File: src/rtl/iob_wishbone_bridge_pkg.sv
// Shared types and helpers for the IOb-to-Wishbone bridge: FSM encoding,
// byte-lane index width and the all-ones error read pattern.
package iob_wishbone_bridge_pkg;

  typedef enum logic {
    ST_IDLE = 1'b0,
    ST_BUS  = 1'b1
  } state_e;

  localparam int MAX_DATA_W = 1024;

  // With a single byte lane there is no lane index; keep a 1-bit field so slices stay legal.
  function automatic int lsb_w(input int data_w);
    return (data_w > 8) ? $clog2(data_w / 8) : 1;
  endfunction

  function automatic logic [MAX_DATA_W-1:0] all_ones(input int w);
    logic [MAX_DATA_W-1:0] m;
    m = '0;
    for (int i = 0; i < MAX_DATA_W; i++) begin
      if (i < w) m[i] = 1'b1;
    end
    return m;
  endfunction

endpackage

File: src/rtl/iob_wb_sat_counter.sv
// Saturating event counter: counts inc_i pulses and sticks at all-ones.
module iob_wb_sat_counter #(
  parameter int W = 8
) (
  input  logic         clk_i,
  input  logic         arst_i,
  input  logic         inc_i,
  output logic [W-1:0] cnt_o
);

  logic [W-1:0] cnt_q;
  logic [W-1:0] cnt_d;

  always_comb begin
    cnt_d = cnt_q;
    if (inc_i && (cnt_q != '1)) cnt_d = cnt_q + W'(1);
  end

  always_ff @(posedge clk_i or posedge arst_i) begin
    if (arst_i) cnt_q <= '0;
    else        cnt_q <= cnt_d;
  end

  assign cnt_o = cnt_q;

endmodule

File: src/rtl/iob_wishbone_bridge.sv
// IOb-native slave to Wishbone classic master bridge with one outstanding
// cycle, ack/err handling, bus timeout and saturating error counters.
module iob_wishbone_bridge
  import iob_wishbone_bridge_pkg::*;
#(
  parameter int DATA_W      = 32,
  parameter int ADDR_W      = 16,
  parameter int SEL_MODE    = 0,
  parameter int TIMEOUT_CYC = 255,
  parameter int ERRCNT_W    = 8
) (
  input  logic                clk_i,
  input  logic                arst_i,
  input  logic                iob_avalid_i,
  input  logic [ADDR_W-1:0]   iob_addr_i,
  input  logic [DATA_W-1:0]   iob_wdata_i,
  input  logic [DATA_W/8-1:0] iob_wstrb_i,
  output logic                iob_ready_o,
  output logic                iob_rvalid_o,
  output logic [DATA_W-1:0]   iob_rdata_o,
  output logic                wb_cyc_o,
  output logic                wb_stb_o,
  output logic                wb_we_o,
  output logic [ADDR_W-1:0]   wb_adr_o,
  output logic [DATA_W/8-1:0] wb_sel_o,
  output logic [DATA_W-1:0]   wb_dat_o,
  input  logic [DATA_W-1:0]   wb_dat_i,
  input  logic                wb_ack_i,
  input  logic                wb_err_i,
  output logic                err_o,
  output logic [ERRCNT_W-1:0] err_cnt_o,
  output logic [ERRCNT_W-1:0] tout_cnt_o
);

  localparam int STRB_W  = DATA_W / 8;
  localparam int LSB_W   = lsb_w(DATA_W);
  localparam int TCNT_W  = (TIMEOUT_CYC > 1) ? $clog2(TIMEOUT_CYC) : 1;
  localparam bit TOUT_EN = (TIMEOUT_CYC != 0);
  localparam logic [TCNT_W-1:0] TCNT_LAST = TCNT_W'((TIMEOUT_CYC > 0) ? TIMEOUT_CYC - 1 : 0);
  localparam logic [MAX_DATA_W-1:0] ONES_FULL = all_ones(DATA_W);
  localparam logic [DATA_W-1:0] RD_ONES = ONES_FULL[DATA_W-1:0];

  state_e              state_q, state_d;
  logic                cyc_q, cyc_d;
  logic                we_q, we_d;
  logic [ADDR_W-1:0]   adr_q, adr_d;
  logic [DATA_W-1:0]   dat_q, dat_d;
  logic [STRB_W-1:0]   sel_q, sel_d;
  logic [DATA_W-1:0]   rdata_q, rdata_d;
  logic                rvalid_q, rvalid_d;
  logic                err_q, err_d;
  logic [TCNT_W-1:0]   tcnt_q, tcnt_d;
  logic                err_inc, tout_inc;

  // Narrow byte peripherals get a one-hot lane from the low address bits.
  function automatic logic [STRB_W-1:0] req_sel(input logic [ADDR_W-1:0] addr,
                                                input logic [STRB_W-1:0] wstrb);
    if (SEL_MODE == 1) begin
      if (STRB_W == 1) return '1;
      return STRB_W'(1) << addr[LSB_W-1:0];
    end
    return (wstrb == '0) ? '1 : wstrb;
  endfunction

  always_comb begin
    state_d  = state_q;
    cyc_d    = cyc_q;
    we_d     = we_q;
    adr_d    = adr_q;
    dat_d    = dat_q;
    sel_d    = sel_q;
    rdata_d  = rdata_q;
    rvalid_d = 1'b0;
    err_d    = 1'b0;
    tcnt_d   = tcnt_q;
    err_inc  = 1'b0;
    tout_inc = 1'b0;
    case (state_q)
      ST_IDLE: begin
        if (iob_avalid_i) begin
          adr_d   = iob_addr_i;
          dat_d   = iob_wdata_i;
          sel_d   = req_sel(iob_addr_i, iob_wstrb_i);
          we_d    = |iob_wstrb_i;
          cyc_d   = 1'b1;
          tcnt_d  = '0;
          state_d = ST_BUS;
        end
      end
      ST_BUS: begin
        // err has priority over a simultaneous ack.
        if (wb_err_i) begin
          state_d = ST_IDLE;
          cyc_d   = 1'b0;
          tcnt_d  = '0;
          err_d   = 1'b1;
          err_inc = 1'b1;
          if (!we_q) begin
            rdata_d  = RD_ONES;
            rvalid_d = 1'b1;
          end
        end else if (wb_ack_i) begin
          state_d = ST_IDLE;
          cyc_d   = 1'b0;
          tcnt_d  = '0;
          if (!we_q) begin
            rdata_d  = wb_dat_i;
            rvalid_d = 1'b1;
          end
        end else if (TOUT_EN && (tcnt_q == TCNT_LAST)) begin
          state_d  = ST_IDLE;
          cyc_d    = 1'b0;
          tcnt_d   = '0;
          err_d    = 1'b1;
          tout_inc = 1'b1;
          if (!we_q) begin
            rdata_d  = RD_ONES;
            rvalid_d = 1'b1;
          end
        end else begin
          tcnt_d = tcnt_q + TCNT_W'(1);
        end
      end
      default: state_d = ST_IDLE;
    endcase
  end

  always_ff @(posedge clk_i or posedge arst_i) begin
    if (arst_i) begin
      state_q  <= ST_IDLE;
      cyc_q    <= 1'b0;
      we_q     <= 1'b0;
      adr_q    <= '0;
      dat_q    <= '0;
      sel_q    <= '0;
      rdata_q  <= '0;
      rvalid_q <= 1'b0;
      err_q    <= 1'b0;
      tcnt_q   <= '0;
    end else begin
      state_q  <= state_d;
      cyc_q    <= cyc_d;
      we_q     <= we_d;
      adr_q    <= adr_d;
      dat_q    <= dat_d;
      sel_q    <= sel_d;
      rdata_q  <= rdata_d;
      rvalid_q <= rvalid_d;
      err_q    <= err_d;
      tcnt_q   <= tcnt_d;
    end
  end

  iob_wb_sat_counter #(.W(ERRCNT_W)) u_err_cnt (
    .clk_i  (clk_i),
    .arst_i (arst_i),
    .inc_i  (err_inc),
    .cnt_o  (err_cnt_o)
  );

  iob_wb_sat_counter #(.W(ERRCNT_W)) u_tout_cnt (
    .clk_i  (clk_i),
    .arst_i (arst_i),
    .inc_i  (tout_inc),
    .cnt_o  (tout_cnt_o)
  );

  assign iob_ready_o  = (state_q == ST_IDLE);
  assign iob_rvalid_o = rvalid_q;
  assign iob_rdata_o  = rdata_q;
  assign wb_cyc_o     = cyc_q;
  assign wb_stb_o     = cyc_q;
  assign wb_we_o      = we_q;
  assign wb_adr_o     = adr_q;
  assign wb_sel_o     = sel_q;
  assign wb_dat_o     = dat_q;
  assign err_o        = err_q;

endmodule

File: config.mk
export PLATFORM = sky130hd
export DESIGN_NAME = iob_wishbone_bridge
export DESIGN_NICKNAME = d
export VERILOG_FILES = /design/src/rtl/iob_wishbone_bridge_pkg.sv /design/src/rtl/iob_wb_sat_counter.sv /design/src/rtl/iob_wishbone_bridge.sv
export SDC_FILE = /design/constraint.sdc
export NUM_CORES = 1
export LEC_CHECK = 0
export CORE_MARGIN = 5
export CORE_UTILIZATION = 35
export DETAILED_ROUTE_END_ITERATION = 10
export DONT_BUFFER_PORTS = 1
export GPL_TIMING_DRIVEN = 0
export PLACE_DENSITY_LB_ADDON = 0.1
export SETUP_SLACK_MARGIN = 0.2
export SLEW_MARGIN = 20
export SYNTH_ARGS = -nofsm -noshare
export SYNTH_HDL_FRONTEND = slang
export SYNTH_SLANG_ARGS = --single-unit
File: constraint.sdc
create_clock -name clk_i -period 5.3 [get_ports clk_i]
set_input_delay 0.53 -clock clk_i [delete_from_list [all_inputs] [get_ports clk_i]]
set_output_delay 0.53 -clock clk_i [all_outputs]
set_load 0.05 [all_outputs]
==> results.yml <==
global_routing:
  track_usage_pct: 13.5
  grt_overflow: 0
  antenna_found_initial: 0
  grt_max_degree: 59
  grt_pass1_wl_um: 15300
  grt_pass1_vias: 2853
die:
  core-area_mm2: 0.0126
  start_util_pct: 35.8
  die_y_um: 124
  ioPinCount: 195
  row_count: 41
  die-area_mm2: 0.0153
  die_x_um: 124
hold_path:
  hold_class: "in -> async"
place:
  io_buffers: 0
  dp_cells: 499
  place_congestion: 0.734
  dpl.hpwl_um: 7610
cells_and_area:
  seq_area_mm2: 0.00283
  n_antenna_cell: 0
  fillers: 1224
  multiInputGateArea_mm2: 0.00156
  finalNetCount: 439
  area_delta_synth_final_pct: 17.9
  final_cell_count_no_fill: 528
  drive_gt1_share_pct: 26.1
sta:
  max_freq_mhz: 485
  fin_crit_sh_pct: 38.9
  tightest_slew_ns: 0.634
  rsz0062_at_grt: "no"
  fin_setup_tns_ns: 0
  setup_viol: 0
  final_max_slew_viol_count: 0
  slew_headroom_pct: 57.7
  final.setup_skew_ns: 0.0105
  period_needed_ns: 2.06
  hold_violations: 0
pwr:
  vdd_drop_max_uv: 313
  p_leak_nw: 2.17
  power_density_mw_per_mm2: 697
  total_power_mw: 3.71
critical_path:
  start_kind: "flip-flop"
  required_ns: 5.59
  worstPathMaxFanout: 8
  endpoint_kind: "flip-flop"
  worstSetupPathType: "reg -> reg"
  worstPathArrival_ns: 2.35
synth:
  synthCells: 326
  synth_nets: 419
  synth_area_per_cell_um2: 13.9
  netlist_area_mm2: 0.00452
  synth_seq_cells: 113
  yosysWarningCount: 0
  synth_most_common_cell: "dfrtp_1"
  synth.distinct_cells: 39
  synth_ff_type: "dfrtp_1"
  synth_top_cell_area_share_pct: 62.6
  synth-async-reset-ratio_pct: 100
  synth_edf_count: 0
  ys_top_cells_by_count: "dfrtp_1 (113), mux2_2 (38), o22a_1 (32), nand2_1 (17), nor2_1 (16)"
  seq_area_frac_synth_pct: 62.6
  synth_top_cells_by_area: "dfrtp_1 (63%), mux2_2 (9.5%), o22a_1 (6.2%)"
  synth_top_area_cell: "dfrtp_1"
cts:
  cts_tree: "yes"
  cts-root-buf: "clkbuf_16"
  h-tree-depth: 4
  ctsLongestPathBuffers: 2
  ctsHoldBuffers: 0
  cts_made_buffers: 17
  clkLatencyLatePin_ns: 0.41
  clock_sinks: 113
  postCtsSetupBuffers: 0
  cts_resized: 0
  clkSlewWorstSetupHoldPaths_ns: 0.05
routing:
  routed-via-count: 2675
  routed_wl_um: 10200
  first_pass_iters: 4
  drc_errors: 0
  initialDrtViolationCount: 146
  vias_per_cell: 5.07
  ant_nets: 0
  wl_per_cell_um: 19.3
status:
  status: "complete, no violations"
job:
  drv_cap: 0
cells by family (layout without fill, tap and decap cells):
group	after synthesis	after routing	share of synthesized area, %
compound gates	57	57	9.72
xor+xnor	15	15	2.91
fa+ha+maj	4	4	1.11
buf+inv	19	49	2.94
flops	113	113	62.6
mux	51	51	12.7
simple gates	67	67	8.01
routing by layer:
metal	GRT usage, %	vias to the layer above	wire (um)
met3	7.63	15	1280
met4	6.51	0	194
met2	20.9	128	4920
met1	15.1	1308	3790
li1	-	1224	-
met5	0	-	0
cell usage in the layout, fill, tap and decap left out, drive strengths merged, types with 2 or more instances in the layout:
cell type  instances
dfrtp            113
mux2              51
o22a              32
clkbuf            23
nand2             17
nor2              16
buf               16
a21oi              9
xnor2              8
xor2               7
nor3               7
nand3              7
o21ai              6
nand4              5
clkinv             5
a31oi              5
ha                 4
and3               4
nor4               3
inv                3
a41oi              2
bufinv             2
nor3b              2
worst max-delay path: stages, from the launching register on:
cell,delay [ns]
dfrtp_1,0.59
ha_1,0.36
and3_1,0.20
a31oi_2,0.41
mux2_2,0.38
registers in the layout, indices dropped and copies added, names as in the netlist:
signal            count
wb_we_o               1
wb_adr_o             16
tcnt_q                8
wb_sel_o              4
wb_dat_o             32
iob_rdata_o          32
iob_rvalid_o          1
u_tout_cnt.cnt_o      8
state_q               1
u_err_cnt.cnt_o       8
wb_cyc_o              1
err_o                 1
per-stage QoR:
step                util (%)  instance area [um2]  setup slack (ns)  hold slack, ns
finish                  42.2                 5320              3.24          0.0366
global route            42.2                 5320              3.06          0.0659
CTS                     42.2                 5320              3.25          0.0430
detailed placement      37.8                 4760              3.26           0.484
global placement        37.5                 4730             0.516           0.517
floorplan                  -                 4520              1.78           0.485
layout make-up:
cell class,instances,share of cell area (%)
Inverter,3,0.306
Clock inverter,7,1.60
Clock buffer,22,8.91
Multi-Input combinational cell,194,29.2
Buffer,16,2.28
Tap cell,172,4.04
Timing Repair Buffer,1,0.517
Sequential cell,113,53.1
worst paths after layout:
check	cells past startpoint	start	end	slack, ns
setup / recovery	4	u_err_cnt.cnt_o[0]	u_err_cnt.cnt_o[1]	3.24
hold / removal	1	arst_i	iob_rdata_o[17]	0.04
setup reg to reg	4	u_err_cnt.cnt_o[0]	u_err_cnt.cnt_o[1]	3.24
hold reg to reg	2	tcnt_q[7]	tcnt_q[7]	0.53
max in group asynchronous	2	arst_i	wb_adr_o[3]	4.60
min in group clk_i	1	iob_wdata_i[12]	wb_dat_o[12]	0.25
where the power goes:
| group | total, mW | internal [mW] | switching [mW] |
|---|---|---|---|
| registers | 2.26 | 1.11 | 1.15 |
| logic | 0.371 | 0.209 | 0.162 |
| clock network | 1.08 | 0.715 | 0.365 |
Note: power is estimated with default switching activity, not from simulation.
